--- config.mk ---
export PLATFORM = sky130hd
export DESIGN_NAME = unified_mem_arbiter_flat
export DESIGN_NICKNAME = d
export VERILOG_FILES = /design/src/rtl/mem_arb_pkg.sv /design/src/rtl/unified_mem_arbiter_if.sv /design/src/rtl/unified_mem_arbiter.sv /design/src/flat_wrapper.sv
export SDC_FILE = /design/constraint.sdc
export NUM_CORES = 1
export LEC_CHECK = 0
export ABC_AREA = 1
export CAP_MARGIN = 5
export CORE_MARGIN = 5
export CORE_UTILIZATION = 25
export CTS_BUF_LIST = sky130_fd_sc_hd__clkbuf_8 sky130_fd_sc_hd__clkbuf_16
export CTS_CLUSTER_SIZE = 28
export DETAILED_ROUTE_END_ITERATION = 8
export PLACE_DENSITY = 0.64
export SYNTH_ARGS = -nofsm -noshare
export SYNTH_HDL_FRONTEND = slang
export SYNTH_SLANG_ARGS = --single-unit
export TNS_END_PERCENT = 100
--- constraint.sdc ---
create_clock -name clk -period 2.97 [get_ports clk]
set_input_delay 0.594 -clock clk [delete_from_list [all_inputs] [get_ports clk]]
set_output_delay 0.594 -clock clk [all_outputs]
set_load 0.01 [all_outputs]
--- src/rtl/mem_arb_pkg.sv ---
// Shared types and constants for the unified instruction/data memory arbiter.
// Response-state encoding, load/store width codes and the memory depth.
package mem_arb_pkg;

    typedef enum logic [1:0] {
        NONE    = 2'd0,
        IF_RESP = 2'd1,
        D_RESP  = 2'd2
    } resp_state_e;

    localparam logic [2:0] F3_B  = 3'b000;
    localparam logic [2:0] F3_H  = 3'b001;
    localparam logic [2:0] F3_W  = 3'b010;
    localparam logic [2:0] F3_BU = 3'b100;
    localparam logic [2:0] F3_HU = 3'b101;

    localparam int MEM_WORDS = 64;

    // Halfword accesses need bit 0 clear, word accesses need both low bits clear.
    function automatic logic is_misaligned(input logic [2:0] f3, input logic [1:0] lo);
        case (f3)
            F3_H, F3_HU: return lo[0];
            F3_W:        return lo != 2'b00;
            default:     return 1'b0;
        endcase
    endfunction

endpackage

--- src/rtl/unified_mem_arbiter_if.sv ---
// Request/response and memory-side signals of the unified memory arbiter.
// MISALIGN_CHECK_EN adds the d_misalign response strobe.
interface unified_mem_arbiter_if;

    logic        if_req;
    logic [31:0] if_addr;
    logic        if_gnt;
    logic        if_rvalid;
    logic [31:0] if_rdata;

    logic        d_read;
    logic        d_write;
    logic [2:0]  d_funct3;
    logic [31:0] d_addr;
    logic [31:0] d_wdata;
    logic        d_gnt;
    logic        d_rvalid;
    logic [31:0] d_rdata;
`ifdef MISALIGN_CHECK_EN
    logic        d_misalign;
`endif

    logic        mem_read;
    logic        mem_write;
    logic [2:0]  mem_funct3;
    logic [5:0]  mem_addr;
    logic [31:0] mem_wdata;
    logic [31:0] mem_rdata;

    // Pipeline stages plus memory block, seen from outside the arbiter.
    modport master (
        output if_req, if_addr, d_read, d_write, d_funct3, d_addr, d_wdata, mem_rdata,
        input  if_gnt, if_rvalid, if_rdata, d_gnt, d_rvalid, d_rdata,
        input  mem_read, mem_write, mem_funct3, mem_addr, mem_wdata
`ifdef MISALIGN_CHECK_EN
        , input d_misalign
`endif
    );

    modport slave (
        input  if_req, if_addr, d_read, d_write, d_funct3, d_addr, d_wdata, mem_rdata,
        output if_gnt, if_rvalid, if_rdata, d_gnt, d_rvalid, d_rdata,
        output mem_read, mem_write, mem_funct3, mem_addr, mem_wdata
`ifdef MISALIGN_CHECK_EN
        , output d_misalign
`endif
    );

endinterface

--- src/rtl/unified_mem_arbiter.sv ---
// Single-port memory arbiter between fetch and load/store with fetch aging.
// Optional MISALIGN_CHECK_EN suppresses misaligned data accesses and flags them.
module unified_mem_arbiter
    import mem_arb_pkg::*;
#(
    parameter int DATA_BASE_WORD = 53,
    parameter int STARVE_LIMIT   = 3
) (
    input logic                  clk,
    input logic                  rst,
    unified_mem_arbiter_if.slave bus
);

    localparam logic [3:0] LIMIT = 4'(STARVE_LIMIT);
    localparam logic [5:0] BASE  = 6'(DATA_BASE_WORD % MEM_WORDS);

    logic        d_req;
    logic        force_if;
    logic        if_gnt;
    logic        d_gnt;
    logic        mis;
    logic        load_gnt;
    logic [5:0]  d_word;

    resp_state_e resp_q, resp_d;
    logic [3:0]  starve_q, starve_d;
    logic [31:0] if_rdata_q;
    logic [31:0] d_rdata_q;

    assign d_req    = bus.d_read | bus.d_write;
    assign force_if = (starve_q == LIMIT);
    assign if_gnt   = bus.if_req & (~d_req | force_if);
    assign d_gnt    = d_req & ~if_gnt;
    // 6-bit add wraps the data window around the top of memory.
    assign d_word   = BASE + bus.d_addr[7:2];

`ifdef MISALIGN_CHECK_EN
    logic misalign_q;
    assign mis = is_misaligned(bus.d_funct3, bus.d_addr[1:0]);
    logic unused_addr;
    assign unused_addr = ^{bus.if_addr[31:8], bus.if_addr[1:0], bus.d_addr[31:8]};
`else
    assign mis = 1'b0;
    logic unused_addr;
    assign unused_addr = ^{bus.if_addr[31:8], bus.if_addr[1:0], bus.d_addr[31:8], bus.d_addr[1:0]};
`endif

    // A store with d_read also high is still just a store.
    assign load_gnt = d_gnt & bus.d_read & ~bus.d_write & ~mis;

    always_comb begin
        bus.mem_read   = 1'b0;
        bus.mem_write  = 1'b0;
        bus.mem_funct3 = 3'b000;
        bus.mem_addr   = 6'd0;
        if (if_gnt) begin
            bus.mem_read   = 1'b1;
            bus.mem_funct3 = F3_W;
            bus.mem_addr   = bus.if_addr[7:2];
        end else if (d_gnt) begin
            bus.mem_read   = bus.d_read & ~bus.d_write & ~mis;
            bus.mem_write  = bus.d_write & ~mis;
            bus.mem_funct3 = bus.d_funct3;
            bus.mem_addr   = d_word;
        end
    end

    assign bus.mem_wdata = bus.d_wdata;

    always_comb begin
        starve_d = starve_q;
        if (!bus.if_req || if_gnt)
            starve_d = 4'd0;
        else if (starve_q != LIMIT)
            starve_d = starve_q + 4'd1;

        resp_d = NONE;
        if (if_gnt)
            resp_d = IF_RESP;
        else if (load_gnt)
            resp_d = D_RESP;
    end

    always_ff @(posedge clk or posedge rst) begin
        if (rst) begin
            resp_q     <= NONE;
            starve_q   <= 4'd0;
            if_rdata_q <= 32'd0;
            d_rdata_q  <= 32'd0;
`ifdef MISALIGN_CHECK_EN
            misalign_q <= 1'b0;
`endif
        end else begin
            resp_q   <= resp_d;
            starve_q <= starve_d;
            if (if_gnt)
                if_rdata_q <= bus.mem_rdata;
            if (load_gnt)
                d_rdata_q <= bus.mem_rdata;
`ifdef MISALIGN_CHECK_EN
            misalign_q <= d_gnt & mis;
`endif
        end
    end

    assign bus.if_gnt    = if_gnt;
    assign bus.d_gnt     = d_gnt;
    assign bus.if_rvalid = (resp_q == IF_RESP);
    assign bus.d_rvalid  = (resp_q == D_RESP);
    assign bus.if_rdata  = if_rdata_q;
    assign bus.d_rdata   = d_rdata_q;
`ifdef MISALIGN_CHECK_EN
    assign bus.d_misalign = misalign_q;
`endif

endmodule

--- src/flat_wrapper.sv ---
// flat-port wrapper written by rule: the top's interface ports become plain ports
module unified_mem_arbiter_flat import mem_arb_pkg::*;
#(
    parameter int DATA_BASE_WORD = 53,
    parameter int STARVE_LIMIT   = 3
)
  (clk, rst, bus_if_req, bus_if_addr, bus_d_read, bus_d_write, bus_d_funct3, bus_d_addr, bus_d_wdata, bus_mem_rdata, bus_if_gnt, bus_if_rvalid, bus_if_rdata, bus_d_gnt, bus_d_rvalid, bus_d_rdata, bus_mem_read, bus_mem_write, bus_mem_funct3, bus_mem_addr, bus_mem_wdata);
  unified_mem_arbiter_if bus_i ();
  input logic clk;
  input logic rst;
  input wire logic [$bits(bus_i.if_req)-1:0] bus_if_req;
  input wire logic [$bits(bus_i.if_addr)-1:0] bus_if_addr;
  input wire logic [$bits(bus_i.d_read)-1:0] bus_d_read;
  input wire logic [$bits(bus_i.d_write)-1:0] bus_d_write;
  input wire logic [$bits(bus_i.d_funct3)-1:0] bus_d_funct3;
  input wire logic [$bits(bus_i.d_addr)-1:0] bus_d_addr;
  input wire logic [$bits(bus_i.d_wdata)-1:0] bus_d_wdata;
  input wire logic [$bits(bus_i.mem_rdata)-1:0] bus_mem_rdata;
  output wire logic [$bits(bus_i.if_gnt)-1:0] bus_if_gnt;
  output wire logic [$bits(bus_i.if_rvalid)-1:0] bus_if_rvalid;
  output wire logic [$bits(bus_i.if_rdata)-1:0] bus_if_rdata;
  output wire logic [$bits(bus_i.d_gnt)-1:0] bus_d_gnt;
  output wire logic [$bits(bus_i.d_rvalid)-1:0] bus_d_rvalid;
  output wire logic [$bits(bus_i.d_rdata)-1:0] bus_d_rdata;
  output wire logic [$bits(bus_i.mem_read)-1:0] bus_mem_read;
  output wire logic [$bits(bus_i.mem_write)-1:0] bus_mem_write;
  output wire logic [$bits(bus_i.mem_funct3)-1:0] bus_mem_funct3;
  output wire logic [$bits(bus_i.mem_addr)-1:0] bus_mem_addr;
  output wire logic [$bits(bus_i.mem_wdata)-1:0] bus_mem_wdata;
  assign bus_i.if_req = bus_if_req;
  assign bus_i.if_addr = bus_if_addr;
  assign bus_i.d_read = bus_d_read;
  assign bus_i.d_write = bus_d_write;
  assign bus_i.d_funct3 = bus_d_funct3;
  assign bus_i.d_addr = bus_d_addr;
  assign bus_i.d_wdata = bus_d_wdata;
  assign bus_i.mem_rdata = bus_mem_rdata;
  assign bus_if_gnt = bus_i.if_gnt;
  assign bus_if_rvalid = bus_i.if_rvalid;
  assign bus_if_rdata = bus_i.if_rdata;
  assign bus_d_gnt = bus_i.d_gnt;
  assign bus_d_rvalid = bus_i.d_rvalid;
  assign bus_d_rdata = bus_i.d_rdata;
  assign bus_mem_read = bus_i.mem_read;
  assign bus_mem_write = bus_i.mem_write;
  assign bus_mem_funct3 = bus_i.mem_funct3;
  assign bus_mem_addr = bus_i.mem_addr;
  assign bus_mem_wdata = bus_i.mem_wdata;
  unified_mem_arbiter #(.DATA_BASE_WORD(DATA_BASE_WORD), .STARVE_LIMIT(STARVE_LIMIT)) u_core (.clk(clk), .rst(rst), .bus(bus_i));
endmodule
==> summary.txt, run 1 <==
Number of global-route vias before repair: 2827
Crit path max fanout: 3
Post-CTS setup buffer count: 0
Post-detail-place hpwl: 6540 um
Starting density of the core: 0.255
Top cell type by total area after synthesis: dfrtp_1
Synth top area cells: dfrtp_1 54%, nand2_1 22%, buf_4 8.4%, nand3_1 6.1%, inv_1 1.8%
Leakage power: 2.37 nW
RSZ-0062 raised after global routing: no
Final nets: 624
Reg area: 1750 um2
R2r setup slk: 1300 ps
Synth Register Bits: 70
CTS root buf: clkbuf_16
Multi-input gate area: 1040 um2
Global route total overflow: 0
CTS Sinks: 70
Most common cell after layout, fill and taps aside: nand2_1
Row Count: 41
Tightest Pin Transition: 639 ps
Ys Warns: 0
Maximum vdd drop: 0.268 mV
DR iter-0 viols: 118
Number of diodes: 0
Total CTS buffers: 9
Largest net degree at the start of global routing: 44
Ports: 247
Max-cap violations: 0
Routed via count: 2795
Synth Cell Area: 3210 um2
Clk buf depth: 2
Post-synth top area share: 0.545
Initial antenna violation count: 0
Post-route cell area: 4780 um2
Power density cells: 641 nW/um2
Area Overhead vs Synth: 48.8%
Setup TNS: 0 ps
Worst hold path cell count: 1
Req. time, crit path: 2380 ps
Routed WL: 9000 um
Post-DR wirelength/cell: 13.6 um
FMAX: 353 MHz
Critical path type: primary input to primary output
Crit path capture type: primary output
Slew Limit Fails: 0
Final ANT Viol Nets: 0
Worst Hold Launch: u_core.starve_q[0]$_DFFE_PP0P_
Htree depth: 3
Syn Area/Cell: 8.35 um2
Horiz. Die Dim: 123 um
Total Routing Usage GR: 0.120
Reg2Reg Depth: 7
First-pass GRT wire length: 14300 um
Reg clk slew, reported paths: 50 ps
CORE AREA: 12600 um2
Vias per Instance: 4.22
DR pass1 iterations: 4
Post-Synthesis Cells: 385
Worst EP arrival: 2240 ps
Fin. Hold Viols: 0
Period minus WS final: 2830 ps
R2r startpoint: u_core.starve_q[0]$_DFFE_PP0P_
Die height: 123 um
Final core utilization: 0.379
Clock Skews: 4.61 ps
DRC Markers: 0
Reg2reg end: u_core.bus.if_rdata[14]$_DFFE_PP0P_
Final worst-path cycle share: 0.953
Unique masters post-synth: 19
Setup Viol. Count Final: 0
Hold Path Class: flop to flop
Clk_lat worst skew: 320 ps
Critical path launch point type: primary input
Slew margin rel.: 0.573
Worst slack, placed: 29.4 ps
Total die area: 15200 um2
Final Power: 3.06 mW
Most frequent cells in the layout: 185 x nand2_1, 129 x clkdlybuf4s50_1, 70 x dfrtp_1, 39 x nand3_1, 14 x inv_1
Status: complete, no violations
Share of cells above drive strength 1: 0.0692
Hold Crit Endpoint: u_core.starve_q[0]$_DFFE_PP0P_
Port buffer count: 130
Post-synthesis sequential area ratio: 0.545
Syn_nets: 523
Number of hold buffers added after CTS: 0
Placed cell areas: 4460 um2
Filler cells: 1307
Final worst slack: 139 ps
TritonCTS clock tree: built
Placer Congestion: 0.763
-- kinds of logic after synthesis --
family,after synthesis,share of synthesized area
AO/OA/AOI/OAI,5,0.00817
flip-flops,70,0.545
adder cells (fa/ha/maj),2,0.00778
AND/OR/NAND/NOR,241,0.304
XOR/XNOR,1,0.00273
buffers and inverters,66,0.132
-- critical path, stage by stage --
cell and delay [ps]:
clkdlybuf4s50_1 460, ha_1 240, nor2_1 160, nor2_1 60, nand2_1 60, nand3_1 80
nand2_1 60, clkdlybuf4s50_1 530
-- metal layers --
layer | GRT usage | wire length (um) | part of all wire
met5 | 0 | 0 | 0
met2 | 0.197 | 4440 | 0.49
met1 | 0.143 | 3760 | 0.42
met4 | 0.0381 | 38 | 0.0042
met3 | 0.0485 | 761 | 0.085
-- metrics by stage --
stage / hold WS [ps] / cells
3_5_place_dp: 457 / 647
4_1_cts: 471 / 663
5_1_grt: 493 / 663
6_report: 464 / 663
3_3_place_gp: 447 / 647
2_1_floorplan: 432 / 385
-- worst max path at each step --
stage / endpoint / slack [ps] / cells after the start / from
global route: bus_mem_addr[2] / 4 / 9 / bus_d_write
floorplan: u_core.bus.d_rdata[0]$_DFFE_PP0P_ / 610 / 1 / rst
finish: bus_mem_addr[4] / 140 / 8 / bus_d_addr[2]
global placement: bus_mem_addr[0] / 40 / 9 / bus_d_write
CTS: bus_mem_addr[0] / 10 / 9 / bus_d_write
detailed placement: bus_mem_addr[0] / 30 / 9 / bus_d_write
-- report_power, final --
group / leakage, nW / internal, mW / switching, mW
sequential: 0.875 / 1.11 / 0.0886
combinational: 1.33 / 0.419 / 0.328
clock: 0.162 / 0.738 / 0.386
-- registers in the layout, summed over array words and instances, names as in the netlist --
register and cells:
u_core.bus.d_rdata 32, u_core.bus.if_rdata 32, u_core.starve_q 4, u_core.resp_q 2
-- cell type report --
class                      instances  area share
sequential                        70       0.366
timing repair buffer             139       0.289
multi-input combinational        249       0.218
clock buffer                      13      0.0586
tap                              172      0.0450
inverter                          17      0.0144
clock inverter                     3     0.00837
-- what timing repair did --
action / in CTS / in global routing
hold endpoints to repair: 0 / 0
endpoints found under the setup margin: 0 / 6
gates resized for setup: 0 / 3
-- synthesized netlist by cell type --
cell / instances
nand2_1: 185
dfrtp_1: 70
nand3_1: 39
buf_4: 36
inv_1: 15
nor2_1: 11
buf_2: 9
buf_6: 4
ha_1: 2
inv_2: 2
nand2_4: 2
nor2_2: 2
o21ai_0: 2
a21oi_1: 1
a31oi_1: 1
nand2_2: 1
o21ai_1: 1
or2_2: 1
xor2_1: 1
Note: power is estimated with default switching activity, not from simulation.
==> run 2: changes to the inputs <==
--- a/config.mk
+++ b/config.mk
@@ -13,6 +13,7 @@
 export CTS_CLUSTER_SIZE = 28
 export DETAILED_ROUTE_END_ITERATION = 8
 export PLACE_DENSITY = 0.64
+export SETUP_SLACK_MARGIN = 0.1
 export SYNTH_ARGS = -nofsm -noshare
 export SYNTH_HDL_FRONTEND = slang
 export SYNTH_SLANG_ARGS = --single-unit
==> constraint.sdc (replaced) <==
create_clock -name clk -period 2.66 [get_ports clk]
set_input_delay 0.532 -clock clk [delete_from_list [all_inputs] [get_ports clk]]
set_output_delay 0.532 -clock clk [all_outputs]
set_load 0.01 [all_outputs]
==> run 2 against run 1 <==
Compared with the run above: die area unchanged; sequential cell count unchanged; clock power up 11%; critical path depth down 3; wire length up 0.41%; critical path type unchanged; largest power group unchanged.
==> summary.txt, run 2 (synthesis gave the netlist of run 1 again) <==
Status: complete, no violations (unchanged)
Max-cap violations: 0 (unchanged)
Die height: 123 um (unchanged)
Most frequent cells in the layout: 185 x nand2_1, 118 x clkdlybuf4s50_1, 70 x dfrtp_1, 39 x nand3_1, 15 x inv_1 (was 185 x nand2_1, 129 x clkdlybuf4s50_1, 70 x dfrtp_1, 39 x nand3_1, 14 x inv_1)
Row Count: 41 (unchanged)
Total Routing Usage GR: 0.122 (was 0.120)
Horiz. Die Dim: 123 um (unchanged)
Hold Path Class: flop to flop (unchanged)
Total CTS buffers: 9 (unchanged)
TritonCTS clock tree: built (unchanged)
FMAX: 408 MHz
Post-Layout Cell Count: 667 (was 663)
Starting density of the core: 0.255 (unchanged)
Clk_lat worst skew: 330 ps (was 320 ps)
Slew Limit Fails: 0 (unchanged)
Placer Congestion: 0.782 (was 0.763)
Crit path launch: bus_d_read (was bus_d_addr[2])
Worst Hold Launch: u_core.starve_q[0]$_DFFE_PP0P_ (unchanged)
Final ANT Viol Nets: 0 (unchanged)
Routed via count: 2803 (was 2795)
CTS Sinks: 70 (unchanged)
Crit path capture type: primary output (unchanged)
Worst slack, placed: -58.6 ps (was 29.4 ps)
Worst EP arrival: 1920 ps (was 2240 ps)
CORE AREA: 12600 um2 (unchanged)
Period minus WS final: 2450 ps
Final worst slack: 210 ps (was 139 ps)
Number of global-route vias before repair: 2930 (was 2827)
Routed WL: 9040 um (was 9000 um)
Fin. Hold Viols: 0 (unchanged)
Leakage power: 2.43 nW (was 2.37 nW)
Final Power: 3.40 mW (was 3.06 mW)
First-pass GRT wire length: 14600 um (was 14300 um)
DR pass1 iterations: 4 (unchanged)
Critical path type: primary input to primary output (unchanged)
Most common cell after layout, fill and taps aside: nand2_1 (unchanged)
DR iter-0 viols: 109 (was 118)
Initial antenna violation count: 0 (unchanged)
Clock Skews: 7.84 ps (was 4.61 ps)
Vias per Instance: 4.20 (was 4.22)
Power density cells: 710 nW/um2 (was 641 nW/um2)
Global route total overflow: 0 (unchanged)
Post-DR wirelength/cell: 13.6 um (about the same)
Req. time, crit path: 2130 ps (was 2380 ps)
Port buffer count: 130 (unchanged)
DRC Markers: 0 (unchanged)
RSZ-0062 raised after global routing: no (unchanged)
Share of cells above drive strength 1: 0.0768 (was 0.0692)
R2r startpoint: u_core.starve_q[0]$_DFFE_PP0P_ (unchanged)
Setup Viol. Count Final: 0 (unchanged)
Final nets: 629 (was 624)
Number of diodes: 0 (unchanged)
CTS root buf: clkbuf_16 (unchanged)
Total die area: 15200 um2 (unchanged)
Area Overhead vs Synth: 49.0% (was 48.8%)
Clk buf depth: 2 (unchanged)
Largest net degree at the start of global routing: 44 (unchanged)
Cells after DPL: 652 (was 647)
Htree depth: 3 (unchanged)
Crit path max fanout: 6 (was 3)
Filler cells: 1293 (was 1307)
Tightest Pin Transition: 549 ps (was 639 ps)
Critical path launch point type: primary input (unchanged)
Post-CTS setup buffer count: 0 (unchanged)
Ports: 247 (unchanged)
Slew margin rel.: 0.634 (was 0.573)
Number of hold buffers added after CTS: 0 (unchanged)
Final worst-path cycle share: 0.921
Post-detail-place hpwl: 6530 um (was 6540 um)
Maximum vdd drop: 0.243 mV (was 0.268 mV)
Worst hold margin: 462 ps (was 464 ps)
Reg clk slew, reported paths: 50 ps (about the same)
-- run 2: changes by cell type in the layout (fill, tap and decap cells not counted) --
cell	before	now
clkdlybuf4s50_1	129	118
dlygate4sd2_1	0	8
buf_4	8	14
clkbuf_8	4	0
dlymetal6s2s_1	1	4
buf_12	1	0
bufinv_16	1	2
clkinv_2	2	3
inv_1	14	15
inv_4	0	1
inv_6	1	0
nor2_1	11	10
nor2_2	1	2
-- run 2: critical path, stage by stage --
cell and delay (ps):
clkdlybuf4s50_1 490, nor2_2 60, a31oi_1 140, buf_4 160
clkdlybuf4s50_1 530
-- run 2: timing repair --
action | 4_1_cts | 5_1_grt
resized for setup | 10 | 4
pin swaps | 0 | 1
setup endpoints to repair | 10 | 4
-- run 2: layer usage --
| layer | track usage | vias up | part of all wire |
|---|---|---|---|
| met3 | 0.0508 | 14 | 0.078 |
| met5 | 0 | - | 0 |
| met4 | 0.0388 | 0 | 0.012 |
| li1 | - | 1368 | - |
| met2 | 0.196 | 98 | 0.48 |
| met1 | 0.148 | 1323 | 0.43 |
-- run 2: area by class of cell --
| class | instances | area, um2 | share of cell area |
|---|---|---|---|
| Tap cell | 172 | 215 | 0.0449 |
| Timing Repair Buffer | 144 | 1410 | 0.294 |
| Clock buffer | 9 | 225 | 0.0470 |
| Sequential cell | 70 | 1750 | 0.366 |
| Clock inverter | 6 | 78.8 | 0.0165 |
| Inverter | 17 | 66.3 | 0.0138 |
| Multi-Input combinational cell | 249 | 1050 | 0.218 |
-- run 2: path summary, 6_finish.rpt --
kind / end / slack (ps) / cells after the start
hold reg to reg: u_core.starve_q[0]$_DFFE_PP0P_ / 460 / 1
hold / removal: u_core.starve_q[0]$_DFFE_PP0P_ / 460 / 1
setup reg to reg: u_core.bus.d_rdata[11]$_DFFE_PP0P_ / 890 / 8
min in group asynchronous: u_core.bus.d_rdata[9]$_DFFE_PP0P_ / 600 / 3
max in group asynchronous: u_core.bus.d_rdata[24]$_DFFE_PP0P_ / 1600 / 3
setup / recovery: bus_d_gnt / 210 / 5
-- run 2: power by group --
group	internal [mW]	switching [mW]	total, mW
Sequential	1.23	0.0991	1.33
Clock	0.807	0.431	1.24
Combinational	0.461	0.368	0.829
-- run 2: metrics by stage --
stage                     utilization  setup TNS (ps)  area (um2)
after floorplan                     -               0        3210
after global placement          0.355            -179        4480
after detailed placement        0.355            -269        4480
after CTS                       0.379               0        4780
after global routing            0.380               0        4790
final                           0.380               0        4790
